==> src/rtl/mining_controller_if.sv <==
// Bundles the host-side control/status signals and the concatenator/hash-side
// signals of the mining controller into one port group.
interface mining_controller_if;
  logic        start;
  logic        abort;
  logic [95:0] data_entry_12;
  logic [7:0]  data_target;
  logic [23:0] hash_in;
  logic [95:0] entry_12;
  logic [31:0] nonce;
  logic        selector;
  logic [7:0]  target;
  logic        busy;
  logic        found;
  logic        exhausted;
  logic [31:0] golden_nonce;

  modport slave (
    input  start, abort, data_entry_12, data_target, hash_in,
    output entry_12, nonce, selector, target, busy, found, exhausted, golden_nonce
  );

  modport master (
    output start, abort, data_entry_12, data_target, hash_in,
    input  entry_12, nonce, selector, target, busy, found, exhausted, golden_nonce
  );
endinterface

==> src/rtl/mining_controller.sv <==
// Nonce search sequencer: issues one block per nonce to the hash datapath,
// waits out the hash latency, and compares the result against the target.
module mining_controller #(
  parameter int unsigned HASH_LATENCY = 4,
  parameter logic [31:0] NONCE_START  = 32'h0000_0000,
  parameter logic [31:0] NONCE_LIMIT  = 32'hFFFF_FFFF
) (
  input  logic           clk,
  input  logic           reset,
  mining_controller_if.slave bus
);

  typedef enum logic [2:0] {IDLE, ISSUE, WAIT, CHECK, FOUND, EXHAUSTED} state_t;

  localparam logic [3:0] LAT = 4'(HASH_LATENCY);

  state_t     state;
  logic [3:0] lat_cnt;
  logic       hit;

  // Both upper hash bytes must be strictly below the target (unsigned).
  function automatic logic hash_hit(input logic [15:0] h, input logic [7:0] t);
    return (h[15:8] < t) && (h[7:0] < t);
  endfunction

  assign hit = hash_hit(bus.hash_in[23:8], bus.target);

  always_ff @(posedge clk or negedge reset) begin
    if (!reset) begin
      state            <= IDLE;
      lat_cnt          <= '0;
      bus.entry_12     <= '0;
      bus.nonce        <= '0;
      bus.selector     <= 1'b0;
      bus.target       <= '0;
      bus.busy         <= 1'b0;
      bus.found        <= 1'b0;
      bus.exhausted    <= 1'b0;
      bus.golden_nonce <= '0;
    end else begin
      case (state)
        IDLE, FOUND, EXHAUSTED: begin
          if (bus.abort) begin
            bus.found     <= 1'b0;
            bus.exhausted <= 1'b0;
            state         <= IDLE;
          end else if (bus.start) begin
            bus.entry_12     <= bus.data_entry_12;
            bus.target       <= bus.data_target;
            bus.nonce        <= NONCE_START;
            bus.golden_nonce <= '0;
            bus.found        <= 1'b0;
            bus.exhausted    <= 1'b0;
            bus.selector     <= 1'b1;
            bus.busy         <= 1'b1;
            state            <= ISSUE;
          end
        end
        ISSUE, WAIT, CHECK: begin
          // Abort wins over anything the search would otherwise do this cycle.
          if (bus.abort) begin
            bus.selector <= 1'b0;
            bus.busy     <= 1'b0;
            lat_cnt      <= '0;
            state        <= IDLE;
          end else if (state == ISSUE) begin
            bus.selector <= 1'b0;
            lat_cnt      <= LAT;
            state        <= WAIT;
          end else if (state == WAIT) begin
            lat_cnt <= lat_cnt - 4'd1;
            if (lat_cnt == 4'd1) state <= CHECK;
          end else if (hit) begin
            bus.golden_nonce <= bus.nonce;
            bus.found        <= 1'b1;
            bus.busy         <= 1'b0;
            state            <= FOUND;
          end else if (bus.nonce == NONCE_LIMIT) begin
            // Limit test precedes the increment, so the nonce never wraps.
            bus.exhausted <= 1'b1;
            bus.busy      <= 1'b0;
            state         <= EXHAUSTED;
          end else begin
            bus.nonce    <= bus.nonce + 32'd1;
            bus.selector <= 1'b1;
            state        <= ISSUE;
          end
        end
        default: state <= IDLE;
      endcase
    end
  end

endmodule

==> src/flat_wrapper.sv <==
// flat-port wrapper written by rule: the top's interface ports become plain ports
module mining_controller_flat 
#(
  parameter int unsigned HASH_LATENCY = 4,
  parameter logic [31:0] NONCE_START  = 32'h0000_0000,
  parameter logic [31:0] NONCE_LIMIT  = 32'hFFFF_FFFF
)
  (clk, reset, bus_start, bus_abort, bus_data_entry_12, bus_data_target, bus_hash_in, bus_entry_12, bus_nonce, bus_selector, bus_target, bus_busy, bus_found, bus_exhausted, bus_golden_nonce);
  mining_controller_if bus_i ();
  input  logic clk;
  input  logic reset;
  input wire logic [$bits(bus_i.start)-1:0] bus_start;
  input wire logic [$bits(bus_i.abort)-1:0] bus_abort;
  input wire logic [$bits(bus_i.data_entry_12)-1:0] bus_data_entry_12;
  input wire logic [$bits(bus_i.data_target)-1:0] bus_data_target;
  input wire logic [$bits(bus_i.hash_in)-1:0] bus_hash_in;
  output wire logic [$bits(bus_i.entry_12)-1:0] bus_entry_12;
  output wire logic [$bits(bus_i.nonce)-1:0] bus_nonce;
  output wire logic [$bits(bus_i.selector)-1:0] bus_selector;
  output wire logic [$bits(bus_i.target)-1:0] bus_target;
  output wire logic [$bits(bus_i.busy)-1:0] bus_busy;
  output wire logic [$bits(bus_i.found)-1:0] bus_found;
  output wire logic [$bits(bus_i.exhausted)-1:0] bus_exhausted;
  output wire logic [$bits(bus_i.golden_nonce)-1:0] bus_golden_nonce;
  assign bus_i.start = bus_start;
  assign bus_i.abort = bus_abort;
  assign bus_i.data_entry_12 = bus_data_entry_12;
  assign bus_i.data_target = bus_data_target;
  assign bus_i.hash_in = bus_hash_in;
  assign bus_entry_12 = bus_i.entry_12;
  assign bus_nonce = bus_i.nonce;
  assign bus_selector = bus_i.selector;
  assign bus_target = bus_i.target;
  assign bus_busy = bus_i.busy;
  assign bus_found = bus_i.found;
  assign bus_exhausted = bus_i.exhausted;
  assign bus_golden_nonce = bus_i.golden_nonce;
  mining_controller #(.HASH_LATENCY(HASH_LATENCY), .NONCE_START(NONCE_START), .NONCE_LIMIT(NONCE_LIMIT)) u_core (.clk(clk), .reset(reset), .bus(bus_i));
endmodule
==> config.mk <==
export PLATFORM = sky130hd
export DESIGN_NAME = mining_controller_flat
export DESIGN_NICKNAME = d
export VERILOG_FILES = /design/src/rtl/mining_controller_if.sv /design/src/rtl/mining_controller.sv /design/src/flat_wrapper.sv
export SDC_FILE = /design/constraint.sdc
export NUM_CORES = 1
export LEC_CHECK = 0
export BUFFER_PORTS_ARGS = -buffer_cell sky130_fd_sc_hd__buf_4
export CAP_MARGIN = 30
export CORE_MARGIN = 4
export CORE_UTILIZATION = 49
export DETAILED_ROUTE_END_ITERATION = 6
export GPL_ROUTABILITY_DRIVEN = 0
export GPL_TIMING_DRIVEN = 0
export HOLD_SLACK_MARGIN = 0.08
export PLACE_DENSITY_LB_ADDON = 0.08
export SYNTH_ARGS = -nofsm -noshare
export SYNTH_HDL_FRONTEND = slang
export SYNTH_SLANG_ARGS = --single-unit
==> constraint.sdc <==
create_clock -name clk -period 3.27 [get_ports clk]
set_clock_uncertainty 0.05 [all_clocks]
set_input_delay 0.1635 -clock clk [delete_from_list [all_inputs] [get_ports clk]]
set_output_delay 0.1635 -clock clk [all_outputs]
set_load 0.1 [all_outputs]
---- Word-level counts from Yosys, hierarchy flattened ----
Index checks and enable logic that the tools add are counted.
W data, S select, Z words.
storage, ports and cells
  flip-flop bits (word level) ............. 179
  input bits .............................. 132
  output and inout port bits .............. 172
cells by class
  $add $sub $neg .......................... 2
  magnitude comparators ................... 2
  equal/unequal tests ..................... 24
  multiplexer cells ....................... 52
  bitwise operators ....................... 1
  reduce and logical (&&, ||, !) cells .... 15
operator list
  kind                     number
  $mux W32                 11
  $pmux W32 S2             2
  $add A32 B1 Y32 const B  1
  $eq A32 B32 Y1 const B   1
  $mux W3                  8
  $mux W1                  23
  $reduce_and A6 Y1        3
  $lt A8 B8 Y1             2
  $ne A2 B2 Y1 const B     7
  $reduce_and A7 Y1        2
  $mux W4                  3
  $ne A3 B3 Y1 const B     3
  $ne A4 B3 Y1 const B     2
  $pmux W1 S2              4
  $reduce_and A8 Y1        1
  $eq A3 B2 Y1 const B     2
  $eq A3 B3 Y1 const B     2
  $pmux W3 S2              1
  $reduce_or A3 Y1         2
  $ne A5 B4 Y1 const B     1
  $eq A4 B1 Y1 const B     1
  $ne A2 B1 Y1 const B     2
  $ne A4 B2 Y1 const B     1
  $ne A4 B4 Y1 const B     1
  9 further kinds          10

---- Depth between registers and ports, before layout ----
Gate-level depths: netlist of the first run.
  word-level depth ........................ 7
  depth in mapped cells ................... 10
  gate-level depth less buffers ........... 9

---- Worst setup path after synthesis of the first run ----
OpenSTA, ideal clock, no wires.
  path kind ............................... register to register
  from .................................... reg u_core.bus.target[6]
  to ...................................... reg u_core.bus.nonce[30]
  arrival time ............................ 2.874 ns
  required time ........................... 3.093 ns
  setup slack ............................. 0.219 ns
  cell stages (with the launch flop) ...... 10
  path buffers ............................ 1
  path through ............................ dfrtp_1 > inv_1 > ha_1 > a21oi_1 > nand2_1 > a222oi_1 > nand4_1 > clkbuf_1 > nand3_1 > mux2_1
on the way
  word-level cells in the longest chain between the ends .. 4
RTL lines
  item                             line                        RTL
  start: declaration               mining_controller_if.sv:20  output entry_12, nonce, selector, target, busy, found, exhausted, golden_nonce
  start signal: assignment         mining_controller.sv:49     bus.target <= bus.data_target;
  $lt A8 B8 Y1                     mining_controller.sv:23     return (h[15:8] < t) && (h[7:0] < t);
  $logic_and A1 B1 Y1 (*)          mining_controller.sv:23
  $ne A2 B2 Y1 (no line) (*)       -
  $reduce_and A8 Y1 (no line) (*)  -
  end signal: assignment           mining_controller.sv:84     bus.nonce <= bus.nonce + 32'd1;
  end: declaration                 mining_controller_if.sv:20
Every way passes the cells marked *; elsewhere a longest branch is shown, timed or not.
A chain may end at the register's enable or synchronous reset.

---- Worst setup path after layout of the first run ----
  from .................................... reg u_core.bus.target[6]
  to ...................................... reg u_core.bus.golden_nonce[23]
on the way
  word-level cells in the longest chain between the ends .. 4
RTL lines
  item                             line                        RTL
  $lt A8 B8 Y1                     mining_controller.sv:23
  $logic_and A1 B1 Y1 (*)          mining_controller.sv:23
  $ne A2 B1 Y1 (no line) (*)       -
  $reduce_and A7 Y1 (no line) (*)  -
  end signal: assignment           mining_controller.sv:74     bus.golden_nonce <= bus.nonce;
  end: declaration                 mining_controller_if.sv:20
Marks and branches as above.

==> results.yml, run 1 <==
floorplan:
  io_pins: 304
  dieWidth_um: 132.7
  rows: 45
  coreArea_sq_um: 15200
  initial_utilization_pct: 50.08
  die_area_sq_um: 17600
  die_h_um: 132.7
timing:
  fmax_mhz: 335.6
  fin_crit_ns: 2.979
  worstMarginPinSlew_ns: 0.6236
  hold_viol: 0
  max_slew_margin_pct: 58.11
  fin_tns_setup_ns: 0
  fin_crit_sh_pct: 91.11
  setup_viol: 0
  fin_ws_ns: 0.2906
  rsz0062_at_grt: "false"
  drv_slew: 0
critical_path:
  required_ns: 3.57
  r2r_start: "u_core.bus.target[6]$_DFFE_PN0P_"
  cp-end-kind: "flop"
  worstPathCellList: "inv_1, ha_1, a21oi_1, nand2_1, a222oi_1, nand3_1, nor3_1, buf_2, a22o_1"
  critical_path.startpoint: "u_core.bus.target[6]$_DFFE_PN0P_"
  worstPathArrival_ns: 3.28
  cp_num_buf_inv: 2
  path_max_fanout: 10
  critPathMaxStageDelay_ns: 0.56
  path_class: "reg -> reg"
  crit_family: "simple AND/OR/NAND/NOR gates"
  reg2reg_depth: 9
  slowest_stage: "nor3_1"
  start_kind: "flop"
  cp.depth: 9
route:
  first_pass_iters: 5
  post-route-drc-count: 0
  drt-initial-drc-count: 365
  finalWirelength_um: 23980
  wl_per_cell_um: 19.37
  postRouteAntennaNets: 0
  vias: 6711
  drt-vias-per-instance: 5.421
power:
  power_leakage_uw: 0.005576
  peakVddDrop_mv: 0.7156
  power_density_nw_per_um2: 836.8
clock_tree:
  cts_tree: "done"
  clk_path_buf_depth: 2
  cts-root-buf: "clkbuf_16"
  clk_pin_slew_worst_paths_ns: 0.06
  insertion_delay_ns: 0.42
  numCtsBuffers: 17
  clock-sinks: 179
  htreeDepth: 4
placement:
  port_buffers: 295
  post-place-ws_ns: 0.2969
  hpwl_um: 16440
grt:
  grt_pass1_wl_um: 38350
  first_global_vias: 7261
  grt.overflow.total: 0
  grt_max_degree: 103
  track_usage_pct: 27.61
  antenna_found_initial: 0
synth:
  ys_seq_elements: 179
  synth_adder_area_share_pct: 2.794
  yosysSeqAreaShare_pct: 58.83
  muxShareOfSynthArea_pct: 14.63
  synth_top_family_by_area: "multiplexers"
  synth_cell_type_count: 44
  avgSynthCellArea_sq_um: 12.34
  syn_area_sq_um: 7614
  synth_xor_area_share_pct: 2.301
  synth_cells: 617
  yosys_warnings: 0
  yosys.area_share.simple_pct: 10.37
  synth_fp_nets: 766
  synth_compound_area_share_pct: 8.578
final_layout:
  drive_gt1_share_pct: 41.52
  nNetsFinal: 1187
  n_antenna_cell: 0
  mostFrequentLayoutCells: "buf_4 (295), dfrtp_1 (179), dlygate4sd3_1 (106), mux2_2 (97), nor2_1 (41)"
  area_growth_pct: 54.05
  final_common_cell: "buf_4"
flow_run:
  maxCapViolations: 0
min_path:
  min_from: "bus_abort"
  hold_path.class: "in -> reg"
  hold_depth: 3
run_status:
  status: "completed"
[worst register-to-register path, cell delays in order, from the launching register on]
cell and delay (ns):
dfrtp_1 0.36, inv_1 0.09, ha_1 0.34, a21oi_1 0.16, nand2_1 0.07, a222oi_1 0.44, nand3_1 0.31, nor3_1 0.56
buf_2 0.36, a22o_1 0.17
[per-stage QoR]
stage / hold WS [ns] / instance area [sq um] / total power (uW) / util, % / cells
after floorplan: -0.1821 / 7614 / 6560 / - / 617
after global placement: 0.3198 / 10060 / 7615 / 66.20 / 1100
after detailed placement: 0.1344 / 10100 / 7707 / 66.43 / 1101
after CTS: 0.1858 / 11730 / 9799 / 77.15 / 1238
after global routing: 0.2368 / 11730 / 10130 / 77.15 / 1238
final: 0.2132 / 11730 / 9814 / 77.15 / 1238
[metal layers]
layer	share of wire, %	wire length, um	GRT usage, %
met2	51	12300	47.62
met1	37	8830	31.49
met5	0	0	0
met3	7.0	1689	8.023
met4	4.8	1162	13.51
[cell usage after synthesis]
| library cell | n | share of area, % |
|---|---|---|
| a211oi_1 | 1 | 0.099 |
| a21o_1 | 1 | 0.099 |
| a21oi_1 | 19 | 1.2 |
| a222oi_1 | 1 | 0.13 |
| a22o_1 | 32 | 3.7 |
| a22oi_1 | 3 | 0.30 |
| a31oi_1 | 4 | 0.33 |
| and2_1 | 3 | 0.25 |
| and3_1 | 5 | 0.41 |
| and4_1 | 3 | 0.35 |
| buf_1 | 1 | 0.049 |
| buf_2 | 11 | 0.72 |
| buf_4 | 1 | 0.099 |
| clkbuf_1 | 19 | 0.94 |
| dfrtp_1 | 179 | 59 |
| ha_1 | 17 | 2.8 |
| inv_1 | 14 | 0.69 |
| mux2_1 | 1 | 0.15 |
| mux2_2 | 97 | 14 |
| mux2i_1 | 1 | 0.13 |
| nand2_1 | 32 | 1.6 |
| nand2_2 | 1 | 0.082 |
| nand2b_1 | 4 | 0.33 |
| nand3_1 | 22 | 1.4 |
| nand3b_1 | 3 | 0.30 |
| nand4_1 | 15 | 1.2 |
| nor2_1 | 41 | 2.0 |
| nor2b_1 | 4 | 0.33 |
| nor3_1 | 9 | 0.59 |
| nor3b_1 | 2 | 0.20 |
| nor3b_2 | 1 | 0.16 |
| nor4_1 | 3 | 0.25 |
| nor4b_1 | 1 | 0.12 |
| o211ai_1 | 1 | 0.099 |
| o21ai_0 | 28 | 1.8 |
| o21ai_1 | 1 | 0.066 |
| o21ba_1 | 1 | 0.13 |
| o21bai_1 | 1 | 0.099 |
| o221ai_1 | 1 | 0.12 |
| o22ai_1 | 3 | 0.25 |
| o31ai_1 | 1 | 0.099 |
| or3_1 | 9 | 0.74 |
| xnor2_1 | 3 | 0.35 |
| xor2_1 | 17 | 2.0 |
[power by group]
part / switching [uW] / total (uW) / internal, uW
clock network: 826 / 1980 / 1160
logic: 3770 / 4890 / 1130
registers: 299 / 2940 / 2640
[cell type report]
cell class	count	area (sq um)
Buffer	32	137.6
Clock buffer	21	460.4
Clock inverter	10	108.9
Fill cell	957	3473
Inverter	14	52.55
Multi-Input combinational cell	392	2944
Sequential cell	179	4479
Tap cell	188	235.2
Timing Repair Buffer	402	3311
[timing repair]
action,in CTS,in global routing
gates resized for setup,0,0
buffers inserted,0,0
hold buffers,106,0
endpoints found under the hold margin,182,0
[path summary, 6_finish.rpt]
kind | end | slack (ns)
max in group asynchronous | u_core.bus.entry_12[47]$_DFFE_PN0P_ | 2.03
min in group asynchronous | u_core.lat_cnt[3]$_DFFE_PN0P_ | 0.25
min reg2reg | u_core.bus.golden_nonce[11]$_DFFE_PN0P_ | 0.45
max reg2reg | u_core.bus.golden_nonce[23]$_DFFE_PN0P_ | 0.29
min | u_core.state[2]$_DFFE_PN0P_ | 0.21
max | u_core.bus.golden_nonce[23]$_DFFE_PN0P_ | 0.29
[flip-flops by register name, indices dropped and copies added, names as in the netlist]
register	cells
u_core.bus.entry_12	96
u_core.bus.golden_nonce	32
u_core.bus.nonce	32
u_core.bus.target	8
u_core.lat_cnt	4
u_core.state	3
u_core.bus.busy	1
u_core.bus.exhausted	1
u_core.bus.found	1
u_core.bus.selector	1
[cell families after synthesis]
logic type               count (synthesis)
adder cells (fa/ha/maj)                 17
AO/OA/AOI/OAI                           98
multiplexers                            99
buffers and inverters                   46
XOR/XNOR                                20
flip-flops                             179
AND/OR/NAND/NOR                        158
(Power assumes the default switching activity.)
==> run 2: changes to the inputs <==
- CORE_UTILIZATION: 49 -> 40
- clock period: 3.27 -> 3.08 ns (I/O delays scaled with it)
==> results.yml, run 2 (synthesis gave the netlist of run 1 again) <==
placement:
  placed_area_sq_um: 10160
  port_buffers: 295
  hpwl_um: 16990
grt:
  grt.overflow.total: 0
  grt_pass1_wl_um: 38400
  first_global_vias: 7322
  grt_max_degree: 108
  antenna_found_initial: 0
  track_usage_pct: 22.19
route:
  drt-vias-per-instance: 5.111
  postRouteAntennaNets: 0
  first_pass_iters: 5
  drt-initial-drc-count: 336
  vias: 6568
  wl_per_cell_um: 18.35
  finalWirelength_um: 23590
  post-route-drc-count: 0
critical_path:
  reg2reg_depth: 9
  cp-end-kind: "flop"
  start_kind: "flop"
  required_ns: 3.34
  path_max_fanout: 10
  worstPathArrival_ns: 3.09
  path_class: "reg -> reg"
timing:
  max_slew_margin_pct: 54.04
  fmax_mhz: 353.5
  drv_slew: 0
  worstMarginPinSlew_ns: 0.6894
  hold_viol: 0
  fin_crit_ns: 2.829
  rsz0062_at_grt: "false"
  setup_viol: 0
  fin_tns_setup_ns: 0
  fin_crit_sh_pct: 91.85
min_path:
  hold_path.class: "in -> reg"
  hold_depth: 3
run_status:
  status: "completed"
clock_tree:
  clock-sinks: 179
  clk_pin_slew_worst_paths_ns: 0.07
  htreeDepth: 4
  numCtsBuffers: 17
  cts-root-buf: "clkbuf_16"
  insertion_delay_ns: 0.43
  clk_path_buf_depth: 2
  cts_tree: "done"
  cts_setup_buffers: 0
floorplan:
  die_area_sq_um: 21310
  initial_utilization_pct: 40.70
  dieWidth_um: 146.0
  die_h_um: 146.0
  io_pins: 304
  coreArea_sq_um: 18710
  rows: 50
flow_run:
  maxCapViolations: 0
final_layout:
  mostFrequentLayoutCells: "buf_4 (295), dfrtp_1 (179), dlygate4sd3_1 (106), mux2_2 (97), nor2_1 (41)"
  final_common_cell: "buf_4"
  largest_registers: "u_core.bus.entry_12 x96, u_core.bus.golden_nonce x32, u_core.bus.nonce x32"
  fillers: 1453
  largest_reg_flops: 96
  drive_gt1_share_pct: 41.86
  finalInstanceArea_sq_um: 11890
  nNetsFinal: 1187
  n_antenna_cell: 0
  regMostFlops: "u_core.bus.entry_12"
  area_growth_pct: 56.17
power:
  power_density_nw_per_um2: 901.6
  power_leakage_uw: 0.005629
  peakVddDrop_mv: 0.7533
run 2: changes by cell type in the layout (fill, tap and decap cells not counted), sizes merged:
cell      change
bufinv        +3
clkbuf        -2
clkinv        -4
clkinvlp      -2
inv           +6
run 2: worst max-delay path, cell delays in order, from the launching register on:
cell	delay [ns]
dfrtp_1	0.36
inv_1	0.08
ha_1	0.31
a211oi_1	0.23
o21ai_1	0.11
a222oi_1	0.33
nand4_1	0.36
clkbuf_1	0.37
nand3_1	0.18
mux2_1	0.32
run 2: final cells by class:
type	instances	area, sq um	area share, %
plain buffers	32	137.6	1.158
clock buffers	19	452.9	3.809
clock inverters	13	215.2	1.810
inverters	14	52.55	0.4420
multi-input cells	392	2949	24.80
flip-flops and latches	179	4479	37.67
well taps	234	292.8	2.462
repair buffers	402	3311	27.84
run 2: power breakdown:
part	switching [uW]	internal, uW	total [uW]
logic	3980	1190	5170
clock network	949	1500	2450
registers	300	2800	3100
total	5220	5500	10700
run 2: timing repair:
| action | CTS | global route |
|---|---|---|
| gates resized for setup | 0 | 1 |
| setup endpoints to repair | 0 | 30 |
| hold buffers | 106 | 0 |
| endpoints found under the hold margin | 178 | 0 |
run 2: per-stage QoR:
stage                     hold slack (ns)  total power (uW)  util, %  worst slack, ns  std cells
final                              0.1841             10720    63.57           0.2509       1285
after global routing               0.2146             11100    63.57          0.01660       1285
after CTS                          0.1691             10770    63.54          0.05060       1285
after detailed placement           0.1104              8192    54.29           0.1018       1147
after global placement             0.3112              8111    54.11           0.1238       1146
after floorplan                   -0.1916              6964        -          0.02869        617
run 2: worst paths after layout:
path | start | end | slack [ns]
worst max-delay path | u_core.bus.target[2]$_DFFE_PN0P_ | u_core.bus.nonce[30]$_DFFE_PN0P_ | 0.25
worst min-delay path | bus_abort | u_core.state[2]$_DFFE_PN0P_ | 0.18
worst max register to register | u_core.bus.target[2]$_DFFE_PN0P_ | u_core.bus.nonce[30]$_DFFE_PN0P_ | 0.25
worst min register to register | u_core.bus.golden_nonce[10]$_DFFE_PN0P_ | u_core.bus.golden_nonce[10]$_DFFE_PN0P_ | 0.46
max in group asynchronous | reset | u_core.bus.nonce[30]$_DFFE_PN0P_ | 1.83
min in group asynchronous | reset | u_core.lat_cnt[0]$_DFFE_PN0P_ | 0.22
run 2: per-layer routing:
layer / vias to the layer above / wire length [um] / share of wire, % / global-route usage, %
met2: 252 / 11740 / 50 / 37.50
met4: 0 / 1004 / 4.3 / 10.92
met1: 3194 / 9045 / 38 / 25.59
met3: 61 / 1797 / 7.6 / 6.883
met5: - / 0 / 0 / 0
li1: 3061 / - / - / -
==> run 3: changes to the inputs <==
- BUFFER_PORTS_ARGS: -buffer_cell sky130_fd_sc_hd__buf_4 -> -buffer_cell sky130_fd_sc_hd__buf_2
- CORE_ASPECT_RATIO: default -> 0.5
==> results.yml, run 3 (synthesis gave the netlist of run 1 again) <==
run_status:
  status: "completed"
timing:
  fin_crit_ns: 2.815
  fin_ws_ns: 0.2647
  worstMarginPinSlew_ns: 0.6902
  holdWs_ns: 0.1571
  drv_slew: 0
  max_slew_margin_pct: 53.99
  setup_viol: 0
  fmax_mhz: 355.2
  fin_crit_sh_pct: 91.41
  hold_viol: 0
  fin_tns_setup_ns: 0
final_layout:
  nNetsFinal: 1188
  largest_reg_flops: 96
  final_common_cell: "buf_2"
  largest_registers: "u_core.bus.entry_12 x96, u_core.bus.golden_nonce x32, u_core.bus.nonce x32"
  drive_gt1_share_pct: 41.54
  mostFrequentLayoutCells: "buf_2 (305), dfrtp_1 (179), dlygate4sd3_1 (106), mux2_2 (97), nor2_1 (41)"
  regMostFlops: "u_core.bus.entry_12"
  area_growth_pct: 46.28
clock_tree:
  insertion_delay_ns: 0.43
  htreeDepth: 4
  cts-root-buf: "clkbuf_16"
  cts_tree: "done"
  clk_path_buf_depth: 2
  clock-sinks: 179
  numCtsBuffers: 17
  clk_pin_slew_worst_paths_ns: 0.07
critical_path:
  start_kind: "flop"
  cp-end-kind: "flop"
  path_class: "reg -> reg"
  required_ns: 3.32
  regToRegSetupSlack_ns: 0.26
  path_max_fanout: 10
  worstPathArrival_ns: 3.06
flow_run:
  maxCapViolations: 0
min_path:
  hold_path.class: "in -> reg"
route:
  first_pass_iters: 5
  drt-initial-drc-count: 226
  finalWirelength_um: 22560
  wl_per_cell_um: 17.20
  post-route-drc-count: 0
  postRouteAntennaNets: 0
  drt-vias-per-instance: 4.953
  vias: 6498
power:
  power_leakage_uw: 0.005405
  peakVddDrop_mv: 0.8344
  power_density_nw_per_um2: 912.1
grt:
  grt.overflow.total: 0
  grt_pass1_wl_um: 36550
  first_global_vias: 6847
  grt_max_degree: 91
  track_usage_pct: 21.34
  antenna_found_initial: 1
floorplan:
  die_area_sq_um: 21440
  coreArea_sq_um: 18520
  rows: 35
  dieWidth_um: 203.1
  io_pins: 304
  initial_utilization_pct: 41.10
  die_h_um: 105.6
placement:
  hpwl_um: 16210
  port_buffers: 295
  post-place-ws_ns: -0.05800
-- run 3: cell count changes in the layout (fill, tap and decap cells not counted), sizes merged --
cell,delta
buf,+1
clkbuf,+5
inv,-6
clkinvlp,+3
bufinv,-2
diode,+1
-- run 3: report_power, final --
group | total [uW] | leakage [uW] | switching (uW) | internal [uW]
clock network | 2240 | 0.000281 | 913 | 1320
logic | 4860 | 0.00287 | 3960 | 899
registers | 3060 | 0.00226 | 260 | 2800
total | 10200 | 0.00540 | 5140 | 5020
-- run 3: cell type report --
| class | count | area (sq um) |
|---|---|---|
| Fill cell | 1603 | 7387 |
| Sequential cell | 179 | 4479 |
| Multi-Input combinational cell | 392 | 2960 |
| Timing Repair Buffer | 403 | 2582 |
| Clock buffer | 24 | 471.7 |
| Tap cell | 259 | 324.1 |
| Buffer | 32 | 137.6 |
| Clock inverter | 8 | 126.4 |
| Inverter | 14 | 52.55 |
| Antenna cell | 1 | 2.502 |
-- run 3: critical path, stage by stage, from the launching register on --
cell	delay (ns)
dfrtp_1	0.37
inv_1	0.11
ha_1	0.28
a21oi_1	0.17
nand2_1	0.07
a222oi_1	0.49
nand4_1	0.26
buf_4	0.24
clkbuf_1	0.25
nand3_1	0.19
xor2_1	0.15
nor2_1	0.05
-- run 3: path summary, 6_finish.rpt --
check	from	end	depth (start not counted)
max in group asynchronous	reset	u_core.bus.entry_12[37]$_DFFE_PN0P_	3
min in group asynchronous	reset	u_core.bus.golden_nonce[1]$_DFFE_PN0P_	2
hold / removal	bus_abort	u_core.state[2]$_DFFE_PN0P_	3
setup / recovery	u_core.bus.target[6]$_DFFE_PN0P_	u_core.bus.nonce[26]$_DFFE_PN0P_	11
hold reg to reg	u_core.bus.found$_DFFE_PN0P_	u_core.bus.found$_DFFE_PN0P_	2
setup reg to reg	u_core.bus.target[6]$_DFFE_PN0P_	u_core.bus.nonce[26]$_DFFE_PN0P_	11
-- run 3: per-stage QoR --
stage | cell area (sq um) | util (%) | std cells | power [uW]
CTS | 11120 | 60.01 | 1310 | 10210
global route | 11140 | 60.12 | 1312 | 10560
finish | 11140 | 60.12 | 1312 | 10160
global placement | 9414 | 50.82 | 1171 | 7798
floorplan | 7614 | - | 617 | 6964
detailed placement | 9452 | 51.02 | 1172 | 7844
-- run 3: per-layer routing --
metal / track usage (%) / wire (um)
met5: 0 / 0
met4: 5.291 / 330
met3: 6.671 / 1491
met2: 36.92 / 11420
met1: 26.28 / 9318
-- run 3: what timing repair did --
item                       in CTS  in global routing
gates resized for setup         1                  2
pin swaps                       0                  1
setup buffers                   0                  1
hold endpoints to repair      195                  0
setup endpoints to repair      30                 21
hold buffers                  106                  0
